$ cat src/rtl/bus_grant_arbiter_if.sv
// Bus-drive request/grant bundle between the control logic (master side)
// and the round-robin grant arbiter (slave side).
interface bus_grant_arbiter_if #(
  parameter int N_SRC  = 24,
  parameter int CTRL_W = 32,
  parameter int IDX_W  = 5
) ();
  logic [N_SRC-1:0]  req;
  logic [CTRL_W-1:0] BusCtrl;
  logic              grant_valid;
  logic [IDX_W-1:0]  grant_idx;
  logic [2:0]        hold_cnt;

  // Control logic: raises requests, observes the grant.
  modport master (
    output req,
    input  BusCtrl,
    input  grant_valid,
    input  grant_idx,
    input  hold_cnt
  );

  // Arbiter: consumes requests, produces the registered grant.
  modport slave (
    input  req,
    output BusCtrl,
    output grant_valid,
    output grant_idx,
    output hold_cnt
  );
endinterface

$ cat src/rtl/bus_grant_arbiter.sv
// Round-robin bus grant arbiter. It produces a registered one-hot select
// for the datapath bus mux. An owner keeps the bus for at most MAX_HOLD
// consecutive cycles while anyone else is waiting. Handoffs happen on the
// same edge, so the bus never has an idle cycle between two owners.
module bus_grant_arbiter #(
  parameter int N_SRC    = 24,
  parameter int CTRL_W   = 32,
  parameter int IDX_W    = 5,
  parameter int MAX_HOLD = 4
) (
  input  logic              clock,
  input  logic              clear,
  bus_grant_arbiter_if.slave bus
);

  typedef enum logic {IDLE, OWN} state_t;

  localparam logic [2:0]       MAX_HOLD_C = 3'(MAX_HOLD);
  localparam logic [IDX_W-1:0] LAST_SRC   = IDX_W'(N_SRC - 1);

  state_t            state_q, state_d;
  logic [IDX_W-1:0]  ptr_q, ptr_d;
  logic [CTRL_W-1:0] busctrl_q, busctrl_d;
  logic [IDX_W-1:0]  idx_q, idx_d;
  logic [2:0]        hold_q, hold_d;
  logic              valid_q, valid_d;

  logic [CTRL_W-1:0] req_ext;
  logic [N_SRC-1:0]  others;
  logic              own_req;
  logic              found;
  logic [IDX_W-1:0]  win;
  logic              grant_new;

  // The first set bit of r, scanning p, p+1, ... and wrapping modulo N_SRC.
  // The result is {found, index}.
  function automatic logic [IDX_W:0] rr_scan(input logic [N_SRC-1:0] r,
                                             input logic [IDX_W-1:0] p);
    logic [IDX_W:0] res;
    int             c;
    res = '0;
    for (int k = N_SRC - 1; k >= 0; k--) begin
      c = int'(p) + k;
      if (c >= N_SRC) c = c - N_SRC;
      // Descending k lets the candidate nearest to p overwrite the others.
      if (r[c]) res = {1'b1, IDX_W'(c)};
    end
    return res;
  endfunction

  // Decode the request vector against the current owner. The owner is
  // excluded from the scan, so a forced handoff never picks it again.
  // In IDLE the owner mask is zero, so the scan covers every requester.
  always_comb begin
    req_ext      = '0;
    req_ext[N_SRC-1:0] = bus.req;
    own_req      = (state_q == OWN) && req_ext[idx_q];
    others       = bus.req & ~busctrl_q[N_SRC-1:0];
    {found, win} = rr_scan(others, ptr_q);
  end

  // Next-state and next-grant logic.
  always_comb begin
    state_d   = state_q;
    ptr_d     = ptr_q;
    busctrl_d = busctrl_q;
    idx_d     = idx_q;
    hold_d    = hold_q;
    valid_d   = valid_q;
    grant_new = 1'b0;

    case (state_q)
      IDLE: begin
        if (found) grant_new = 1'b1;
      end
      OWN: begin
        if (!own_req) begin
          if (found) begin
            grant_new = 1'b1;
          end else begin
            state_d   = IDLE;
            busctrl_d = '0;
            idx_d     = '0;
            hold_d    = '0;
            valid_d   = 1'b0;
          end
        end else if (!found) begin
          // Sole requester: keep the bus, count saturates.
          if (hold_q != MAX_HOLD_C) hold_d = hold_q + 3'd1;
        end else if (hold_q < MAX_HOLD_C) begin
          hold_d = hold_q + 3'd1;
        end else begin
          grant_new = 1'b1;
        end
      end
      default: state_d = IDLE;
    endcase

    if (grant_new) begin
      state_d   = OWN;
      busctrl_d = CTRL_W'(1) << win;
      idx_d     = win;
      hold_d    = 3'd1;
      valid_d   = 1'b1;
      ptr_d     = (win == LAST_SRC) ? '0 : win + IDX_W'(1);
    end
  end

  // Grant registers. Clear drops the grant without waiting for a clock.
  always_ff @(posedge clock or negedge clear) begin
    if (!clear) begin
      state_q   <= IDLE;
      ptr_q     <= '0;
      busctrl_q <= '0;
      idx_q     <= '0;
      hold_q    <= '0;
      valid_q   <= 1'b0;
    end else begin
      state_q   <= state_d;
      ptr_q     <= ptr_d;
      busctrl_q <= busctrl_d;
      idx_q     <= idx_d;
      hold_q    <= hold_d;
      valid_q   <= valid_d;
    end
  end

  assign bus.BusCtrl     = busctrl_q;
  assign bus.grant_valid = valid_q;
  assign bus.grant_idx   = idx_q;
  assign bus.hold_cnt    = hold_q;

endmodule

$ cat src/flat_wrapper.sv
// flat-port wrapper written by rule: the top's interface ports become plain ports
module bus_grant_arbiter_flat 
#(
  parameter int N_SRC    = 24,
  parameter int CTRL_W   = 32,
  parameter int IDX_W    = 5,
  parameter int MAX_HOLD = 4
)
  (clock, clear, bus_req, bus_BusCtrl, bus_grant_valid, bus_grant_idx, bus_hold_cnt);
  bus_grant_arbiter_if #(.N_SRC(N_SRC), .CTRL_W(CTRL_W), .IDX_W(IDX_W)) bus_i ();
  input  logic clock;
  input  logic clear;
  input wire logic [$bits(bus_i.req)-1:0] bus_req;
  output wire logic [$bits(bus_i.BusCtrl)-1:0] bus_BusCtrl;
  output wire logic [$bits(bus_i.grant_valid)-1:0] bus_grant_valid;
  output wire logic [$bits(bus_i.grant_idx)-1:0] bus_grant_idx;
  output wire logic [$bits(bus_i.hold_cnt)-1:0] bus_hold_cnt;
  assign bus_i.req = bus_req;
  assign bus_BusCtrl = bus_i.BusCtrl;
  assign bus_grant_valid = bus_i.grant_valid;
  assign bus_grant_idx = bus_i.grant_idx;
  assign bus_hold_cnt = bus_i.hold_cnt;
  bus_grant_arbiter #(.N_SRC(N_SRC), .CTRL_W(CTRL_W), .IDX_W(IDX_W), .MAX_HOLD(MAX_HOLD)) u_core (.clock(clock), .clear(clear), .bus(bus_i));
endmodule
$ cat config.mk
export PLATFORM = sky130hd
export DESIGN_NAME = bus_grant_arbiter_flat
export DESIGN_NICKNAME = d
export VERILOG_FILES = /design/src/rtl/bus_grant_arbiter_if.sv /design/src/rtl/bus_grant_arbiter.sv /design/src/flat_wrapper.sv
export SDC_FILE = /design/constraint.sdc
export NUM_CORES = 1
export LEC_CHECK = 0
export CORE_MARGIN = 5
export CORE_UTILIZATION = 47
export CTS_CLUSTER_SIZE = 40
export DETAILED_ROUTE_END_ITERATION = 10
export GPL_ROUTABILITY_DRIVEN = 1
export PLACE_DENSITY = 0.73
export REMOVE_ABC_BUFFERS = 1
export SLEW_MARGIN = 20
export SYNTH_ARGS = -nofsm -noshare
export SYNTH_HDL_FRONTEND = slang
export SYNTH_SLANG_ARGS = --single-unit
$ cat constraint.sdc
create_clock -name clock -period 8.9 [get_ports clock]
set_input_delay 1.335 -clock clock [delete_from_list [all_inputs] [get_ports clock]]
set_output_delay 1.335 -clock clock [all_outputs]
set_load 0.03 [all_outputs]
Word-level counts from Yosys, hierarchy flattened

Index checks and enable logic that the tools add are counted.

Flip-flop bits (word level): 47
Bits in latches: 0
Memory bits (writable): 0
Bits in read-only memories: 0
Bits of input ports: 26
Memories kept: 0

$add $sub $neg: 49
Multiply operators: 0
Div/mod/pow operators: 0
Magnitude comparators: 50
Equal/unequal tests: 7
Shift-type cells: 1
Multiplexer cells: 150
Bitwise gates (word level): 3
Reduce and logical (&&, ||, !) cells: 4

Operators with widths:

| kind                  | number |
|---|---|
| $mux 32               | 28 |
| $lt 32x7->1 const B   | 24 |
| $ge 32x6->1 const B   | 23 |
| $sub 32x6->32 const B | 23 |
| $mux 6                | 24 |
| $bmux 1 s5            | 25 |
| $mux 1                | 60 |
| $add 5x4->6 const B   | 8 |
| $add 5x5->6 const B   | 8 |
| $shl 1x5->32 const A  | 1 |
| $mux 5                | 5 |
| $add 5x3->6 const B   | 4 |
| $and 24x24->24        | 1 |
| $not 24->24           | 1 |
| $mux 3                | 7 |
| $add 5x2->6 const B   | 2 |
| $add 5x1->6 const B   | 1 |
| $lt 5x6->1 const B    | 1 |
| $ne 3x3->1 const B    | 2 |
| $sub 5x5->6 const B   | 1 |
| $add 5x1->5 const B   | 1 |
| $eq 5x5->1 const B    | 1 |
| $ge 5x5->1 const B    | 1 |
| $ne 2x2->1 const B    | 2 |
| other kinds (10)      | 10 |

Depth between registers and ports, before layout

Gate-level depths: netlist (run 1).

Depth after elaboration: 35
Mapped depth: 23
Depth with buffers taken out: 21

Least setup slack after synthesis (run 1)

OpenSTA, ideal clock, no wires.

Path kind: register to register
Start point: register u_core.ptr_q[3]
End point: register u_core.ptr_q[2]
Setup time: 0.095 ns
Arrival time: 5.267 ns
Required time: 8.805 ns
Setup slack: 3.537 ns
Cell stages (with the launch flop): 23
Path buffers: 3
Path through: dfrtp_1 buf_2 inv_1 clkbuf_1 buf_2 ha_1 a21boi_0 xnor2_1 ha_1 a221o_1 or3_1 a21bo_2 and3_1 or3_1 a22o_1 a31oi_1 a2111oi_2 a2111oi_2 inv_1 ha_1 ha_1 inv_1 o31ai_1

Longest elaborated chain between the ends: 33
Elaborated cells on any way between the ends: 198

RTL lines:

| item                                                                | line                     | RTL |
|---|---|---|
| from (decl)                                                         | bus_grant_arbiter.sv:22  | `logic [IDX_W-1:0] ptr_q, ptr_d;` |
| from (signal assigned)                                              | bus_grant_arbiter.sv:120 | `ptr_q <= ptr_d;` |
| $add 5x5->6                                                         | bus_grant_arbiter.sv:43  | `c = int'(p) + k;` |
| $sub 32x6->32 / $ge 32x6->1 (equally long branches)                 | bus_grant_arbiter.sv:44  | `if (c >= N_SRC) c = c - N_SRC;` |
| $mux 32                                                             | bus_grant_arbiter.sv:44  |  |
| $bmux 1 s5                                                          | bus_grant_arbiter.sv:46  | `if (r[c]) res = {1'b1, IDX_W'(c)};` |
| $mux 1 (implied by the code) (2 in a row)                           | bus_grant_arbiter.sv:46  |  |
| $mux 6 (23 in a row)                                                | bus_grant_arbiter.sv:46  |  |
| $mux 6 (*)                                                          | bus_grant_arbiter.sv:46  |  |
| parallel branches: the longest is 3 deep, another holds $add 5x1->5 | n/a                      |  |

Every way passes the cells marked *. The select of a mux whose other input is x is not followed.
A chain may end at the register's enable or synchronous reset.

Final worst setup path (run 1)

Start point: register u_core.ptr_q[0]
End point: register u_core.busctrl_q[22], in the netlist u_core.bus.BusCtrl[22]

Longest elaborated chain between the ends: 35
Elaborated cells on any way between the ends: 201

RTL lines:

| item                                                                    | line                                                                      | RTL |
|---|---|---|
| $add 5x5->6                                                             | bus_grant_arbiter.sv:43                                                   |  |
| $sub 32x6->32 / $ge 32x6->1 (equally long branches)                     | bus_grant_arbiter.sv:44                                                   |  |
| $mux 32                                                                 | bus_grant_arbiter.sv:44                                                   |  |
| $bmux 1 s5                                                              | bus_grant_arbiter.sv:46                                                   |  |
| $mux 1 (implied by the code) (2 in a row)                               | bus_grant_arbiter.sv:46                                                   |  |
| $mux 6 (23 in a row)                                                    | bus_grant_arbiter.sv:46                                                   |  |
| $mux 6 (*)                                                              | bus_grant_arbiter.sv:46                                                   |  |
| $mux 1, on equally long branches                                        | bus_grant_arbiter.sv:74, bus_grant_arbiter.sv:78, bus_grant_arbiter.sv:87 |  |
| $mux 1                                                                  | bus_grant_arbiter.sv:77                                                   | `if (!own_req) begin` |
| $pmux 1 s2                                                              | bus_grant_arbiter.sv:72                                                   | `case (state_q)` |
| $ne 2x2->1 (no source line) / $reduce_bool 2->1 (equally long branches) | n/a                                                                       |  |
| $reduce_and 3->1 (no source line)                                       | n/a                                                                       |  |
| to (signal assigned)                                                    | bus_grant_arbiter.sv:121                                                  | `busctrl_q <= busctrl_d;` |
| to (decl)                                                               | bus_grant_arbiter.sv:23                                                   | `logic [CTRL_W-1:0] busctrl_q, busctrl_d;` |

Mark *: on every way between the ends. The rest lies on a longest branch, timed or not. The select of a mux whose other input is x is not followed.

==> results of run 1 <==
==> per-stage QoR <==
stage	hold slack [ns]	instances	util, %	setup slack (ns)	area [sq um]
after floorplan	0.5215	961	-	2.841	7692
after CTS	0.4965	1267	53.42	2.140	8859
final	0.4857	1267	53.43	2.022	8861
after global placement	0.4729	1259	52.55	2.328	8715
after global routing	0.5156	1267	53.43	1.662	8861
after detailed placement	0.4802	1259	52.55	2.180	8715
==> per-layer routing <==
layer / GRT usage [%] / vias to the layer above
li1: - / 3972
met4: 15.25 / 0
met5: 0 / -
met1: 39.14 / 4154
met3: 3.545 / 130
met2: 46.80 / 586
==> cell usage after synthesis (7+ instances only) <==
cell | instances | share of area [%]
a211oi_1 | 9 | 0.85
a21boi_0 | 12 | 1.1
a21o_1 | 16 | 1.5
a21oi_1 | 45 | 2.8
a22o_1 | 27 | 3.0
a22oi_1 | 8 | 0.75
a31oi_1 | 11 | 0.86
and2_1 | 19 | 1.5
and3_1 | 22 | 1.7
and3b_1 | 14 | 1.5
buf_2 | 22 | 1.4
clkbuf_1 | 31 | 1.5
dfrtp_1 | 47 | 15
ha_1 | 46 | 7.2
inv_1 | 36 | 1.7
mux2i_1 | 22 | 2.8
mux4_2 | 23 | 6.5
nand2_1 | 66 | 3.1
nand2b_1 | 23 | 1.8
nand3_1 | 34 | 2.1
nand3b_1 | 10 | 0.94
nand4_1 | 17 | 1.3
nor2_1 | 57 | 2.7
nor2b_1 | 15 | 1.2
nor3_1 | 41 | 2.6
nor3b_1 | 17 | 1.6
nor4_1 | 27 | 2.1
o2111ai_1 | 8 | 0.88
o211ai_1 | 8 | 0.75
o21a_1 | 19 | 1.8
o21ai_0 | 59 | 3.7
o21bai_1 | 7 | 0.66
o22ai_1 | 8 | 0.63
o31ai_1 | 11 | 1.0
or2_0 | 7 | 0.55
or2_2 | 8 | 0.63
or3_1 | 16 | 1.3
or4_1 | 9 | 0.85
xnor2_1 | 15 | 1.6
==> how the worst max path moves through the flow <==
stage	start	endpoint	cells after the start	slack, ns
floorplan	u_core.ptr_q[0]	u_core.ptr_q[2]	17	2.84
global placement	u_core.ptr_q[0]	u_core.bus.BusCtrl[23]	13	2.33
detailed placement	u_core.ptr_q[1]	u_core.bus.BusCtrl[15]	14	2.18
CTS	u_core.ptr_q[0]	u_core.bus.BusCtrl[20]	13	2.14
global route	u_core.ptr_q[0]	u_core.bus.BusCtrl[13]	13	1.66
finish	u_core.ptr_q[0]	u_core.bus.BusCtrl[22]	13	2.02
==> cell families (layout without fill, tap and decap cells) <==
logic type	after synthesis	count (layout)	share of synthesized area, %
adders and majority gates	46	46	7.227
DFF	47	47	14.77
buffers and inverters	102	129	5.436
xor gates and xnor gates	22	22	2.797
muxes	52	52	10.26
AOI/OAI and AO/OA	314	314	28.03
and+or+nand+nor	437	437	31.48
==> critical path, cell delays in order (launching register included) <==
cell	delay [ns]
dfrtp_2	0.71
inv_2	0.26
ha_1	0.89
inv_1	0.57
nor4_1	0.59
nor4_2	0.20
o21ai_0	0.20
or3b_1	0.56
nor3_1	0.31
and4b_1	0.29
and4_1	0.38
nand2b_1	0.70
and2_1	0.84
a22o_1	0.27
==> sequential cells by signal, indices dropped and copies added (netlist names) <==
name and cells:
u_core.state_q 1, u_core.bus.hold_cnt 3, u_core.bus.BusCtrl 32, u_core.ptr_q 5, u_core.bus.grant_idx 5, u_core.bus.grant_valid 1
==> area by class of cell <==
| cell class | count | area share (%) |
|---|---|---|
| timing repair buffer | 78 | 8.444 |
| inverter | 43 | 1.822 |
| multi-input combinational | 871 | 71.72 |
| tap | 220 | 3.106 |
| clock buffer | 5 | 1.412 |
| sequential | 47 | 13.29 |
| clock inverter | 3 | 0.2118 |
==> impl_metrics.yaml, run 1 <==
sta:
  worst_pin_slew_ns: 1.042
  relSlewSlack_pct: 29.92
  finalMaxSlewViolations: 0
  grt_setup_unrepaired: "no"
  finalSetupTns_ns: 0
  post-route-min-period_ns: 6.878
  fin_crit_sh_pct: 77.28
  fmax_mhz: 145.4
  skew_ns: 0.005676
  finalSetupViolations: 0
  hold_violations: 0
hold_path:
  hold_depth: 2
  hp-class: "flop to flop"
  hold_end: "u_core.bus.grant_valid"
  min_from: "u_core.bus.grant_valid"
grt:
  grt_max_degree: 51
  grt_pass1_vias: 8259
  grt_overflow: 0
  grtUsageTotal_pct: 29.39
  antenna_found_initial: 0
  grt_pass1_wl_mm: 46.63
final_layout:
  drive_gt1_share_pct: 8.596
  final_cell_mix: "66 x nand2_1, 65 x clkdlybuf4s50_1, 59 x o21ai_0"
  area_growth_pct: 11.26
  seqCellArea_sq_um: 1177
  final_nets: 1118
  n_antenna_cell: 0
  fillCellCount: 1609
  final_common_cell: "nand2_1"
  multi_input_area_sq_um: 6355
clock_tree:
  cts_hold_buf: 0
  cts_setup_buffers: 0
  path_clk_slew_ns: 0.07
  insertion_delay_ns: 0.29
  cts_sinks: 47
  cts_tree: "done"
  numCtsBuffers: 5
  h-tree-depth: 2
  cts_buffer_depth: 2
  cts_root_buf: "clkbuf_16"
  cts_resized: 0
drt:
  highest_layer: "met4"
  dr.pass1.iters: 5
  drtIter0Drc: 1127
  drtAntennaViolNets: 0
  post_drt_wl_per_cell_microns: 23.56
  wl_met1_mm: 12.12
  vias_per_cell: 6.979
  dr_wl_met3_mm: 2.654
  route.detailed.drc: 0
  postRouteWirelength_mm: 29.85
  vias: 8842
  wl_met2_mm: 13.28
die:
  start_util_pct: 48.02
  die_h_microns: 140.2
  die_area_sq_um: 19650
  num_rows: 47
  ioPinCount: 67
  die_width_microns: 140.2
  core_sq_um: 16580
logic_synthesis:
  synth_ff_type: "dfrtp_1"
  synth_enable_flop_cells: 0
  postSynth.asyncResetShare_pct: 100.0
  ys_seq_area_share_pct: 14.77
  synthesis.area_sq_um: 7964
  yosys_warnings: 0
  syn_inst: 1020
  ys_seq_elements: 47
  synthDistinctLibCells: 86
  postSynthAreaPerCell_sq_um: 7.808
setup_path:
  reg2reg_to: "u_core.bus.BusCtrl[22]"
  crit_path_end_kind: "flop"
  worstSetupStartpointType: "flop"
  r2r-start: "u_core.ptr_q[0]"
  rrSetupSlack_ns: 2.02
  cp.required_ns: 9.13
  critPathArrivalTime_ns: 7.10
  cp_max_fo: 27
  r2r_cells: 13
  timing_worst_setup_path_type: "flop to flop"
run_status:
  status: "complete, no violations"
placement:
  io_buffers: 66
  place_hpwl_mm: 22.75
  gp_congestion: 1.068
job:
  drv_cap: 0
Power of run 1 is not shown: default switching activity piles up to over one toggle a cycle in this logic, so the estimate is an artifact.
==> run 2, diff against run 1 <==
Settings changed: PLACE_DENSITY 0.73 to 0.75.
Clock period 8.9 ns to 5.55 ns, I/O delays scaled along.
==> impl_metrics.yaml, run 2 (synthesized netlist as in run 1, its figures left out) <==
placement:
  place_hpwl_mm: 24.83
  gp_congestion: 1.060
  io_buffers: 66
grt:
  grt_max_degree: 58
  grt_pass1_vias: 8419
  grtUsageTotal_pct: 30.92
  grt_pass1_wl_mm: 48.49
  grt_overflow: 0
  antenna_found_initial: 0
sta:
  hold_violations: 0
  grt_setup_unrepaired: "no"
  finalMaxSlewViolations: 0
  worst_pin_slew_ns: 0.9538
  finalSetupViolations: 0
  skew_ns: 0.008641
  fin_crit_sh_pct: 97.00
  timing.hold.ws_ns: 0.4868
  relSlewSlack_pct: 35.96
  post-route-min-period_ns: 5.384
  fmax_mhz: 185.7
die:
  die_h_microns: 140.2
  ioPinCount: 67
  die_width_microns: 140.2
  die_area_sq_um: 19650
  start_util_pct: 48.02
  num_rows: 47
  core_sq_um: 16580
setup_path:
  critPathArrivalTime_ns: 5.61
  cp_max_fo: 8
  cp.required_ns: 5.78
  cpLargestDelayFamily: "compound AO/OA/AOI/OAI gates"
  cpPeakStageDelay_ns: 0.58
  crit_start: "u_core.ptr_q[3]"
  r2r-start: "u_core.ptr_q[3]"
  crit_path_end_kind: "flop"
  crit_top_cell: "buf_4"
  timing_worst_setup_path_type: "flop to flop"
  cp_slowest_cell: "nor2_1"
  worstSetupStartpointType: "flop"
  cp.buffers_inverters: 4
  path_cells: "clkinvlp_4 -> ha_1 -> a21oi_1 -> xnor2_1 -> ha_1 -> nand2b_1 -> a21boi_0 -> a22o_1 -> nor4_2 -> buf_4 -> or4b_1 -> a311oi_1 -> buf_4 -> o2111ai_1 -> o22ai_1 -> o31ai_1 -> buf_4 -> or2_1 -> nor2_1 -> a22o_1"
drt:
  drtIter0Drc: 747
  drtAntennaViolNets: 0
  route.detailed.drc: 0
  post_drt_wl_per_cell_microns: 23.85
  vias_per_cell: 6.792
  postRouteWirelength_mm: 31.68
  vias: 9020
  dr.pass1.iters: 5
clock_tree:
  cts_buffer_depth: 2
  cts_sinks: 47
  insertion_delay_ns: 0.30
  path_clk_slew_ns: 0.07
  h-tree-depth: 2
  numCtsBuffers: 5
  cts_tree: "done"
  cts_root_buf: "clkbuf_16"
final_layout:
  largest_reg_flops: 32
  drive_gt1_share_pct: 13.81
  post-route-util_pct: 56.56
  final_cell_mix: "72 x buf_4, 66 x nand2_1, 65 x clkdlybuf4s50_1"
  n_antenna_cell: 0
  area_growth_pct: 17.78
  fillCellCount: 1587
  final_nets: 1179
  final_common_cell: "buf_4"
job:
  drv_cap: 0
hold_path:
  hp-class: "flop to flop"
  min_from: "u_core.bus.grant_valid"
run_status:
  status: "complete, no violations"
==> run 2: cell types whose count changed in the layout (fill, tap and decap cells not counted), sizes merged <==
cell      previous run  this run
buf                 13        74
clkinvlp             0         2
inv                 43        42
bufinv               0         1
clkinv               3         1
==> run 2: cell type report <==
class | count | area [sq um] | area share (%)
clock inverter | 3 | 46.29 | 0.4935
inverter | 43 | 167.7 | 1.787
sequential | 47 | 1177 | 12.55
clock buffer | 5 | 125.1 | 1.334
multi-input combinational | 871 | 6357 | 67.77
tap | 220 | 275.3 | 2.935
timing repair buffer | 139 | 1231 | 13.13
==> run 2: path summary, 6_finish.rpt <==
| check | endpoint | slack, ns | cells after the start |
|---|---|---|---|
| min in group asynchronous | u_core.bus.BusCtrl[31] | 0.54 | 1 |
| worst min-delay path | u_core.bus.grant_valid | 0.49 | 2 |
| worst min register to register | u_core.bus.grant_valid | 0.49 | 2 |
| worst max register to register | u_core.bus.BusCtrl[4] | 0.17 | 20 |
| worst max-delay path | u_core.bus.BusCtrl[4] | 0.17 | 20 |
| max in group asynchronous | u_core.ptr_q[0] | 4.59 | 1 |
==> run 2: per-layer routing <==
layer  global-route usage (%)  part of all wire, %
met5                        0                    0
met4                    15.76                  5.5
met3                    3.579                  9.3
met2                    49.19                   44
met1                    41.42                   41
==> run 2: through the flow <==
step                setup slack, ns  TNS [ns]  instances  cell area, sq um
finish                       0.1663         0       1328              9380
global route                0.01671         0       1328              9380
CTS                          0.1803         0       1325              9346
detailed placement           0.1714         0       1317              9175
global placement             0.1899         0       1317              9175
floorplan                   -0.5087    -12.85        961              7692
==> run 2: worst register-to-register path, stage by stage (launching register included) <==
cell and delay (ns):
dfrtp_1 0.40, clkinvlp_4 0.33, ha_1 0.33, a21oi_1 0.17, xnor2_1 0.23, ha_1 0.22, nand2b_1 0.05, a21boi_0 0.36
a22o_1 0.23, nor4_2 0.07, buf_4 0.16, or4b_1 0.55, a311oi_1 0.25, buf_4 0.18, o2111ai_1 0.11, o22ai_1 0.27
o31ai_1 0.16, buf_4 0.17, or2_1 0.23, nor2_1 0.58, a22o_1 0.24
==> run 2: timing repair <==
action                     in CTS  in global routing
hold buffers                    0                  0
hold endpoints to repair        0                  0
setup buffers                   0                  3
setup endpoints to repair       0                 29
gates resized for setup         0                  5
Power of run 2 is left out for the same reason.
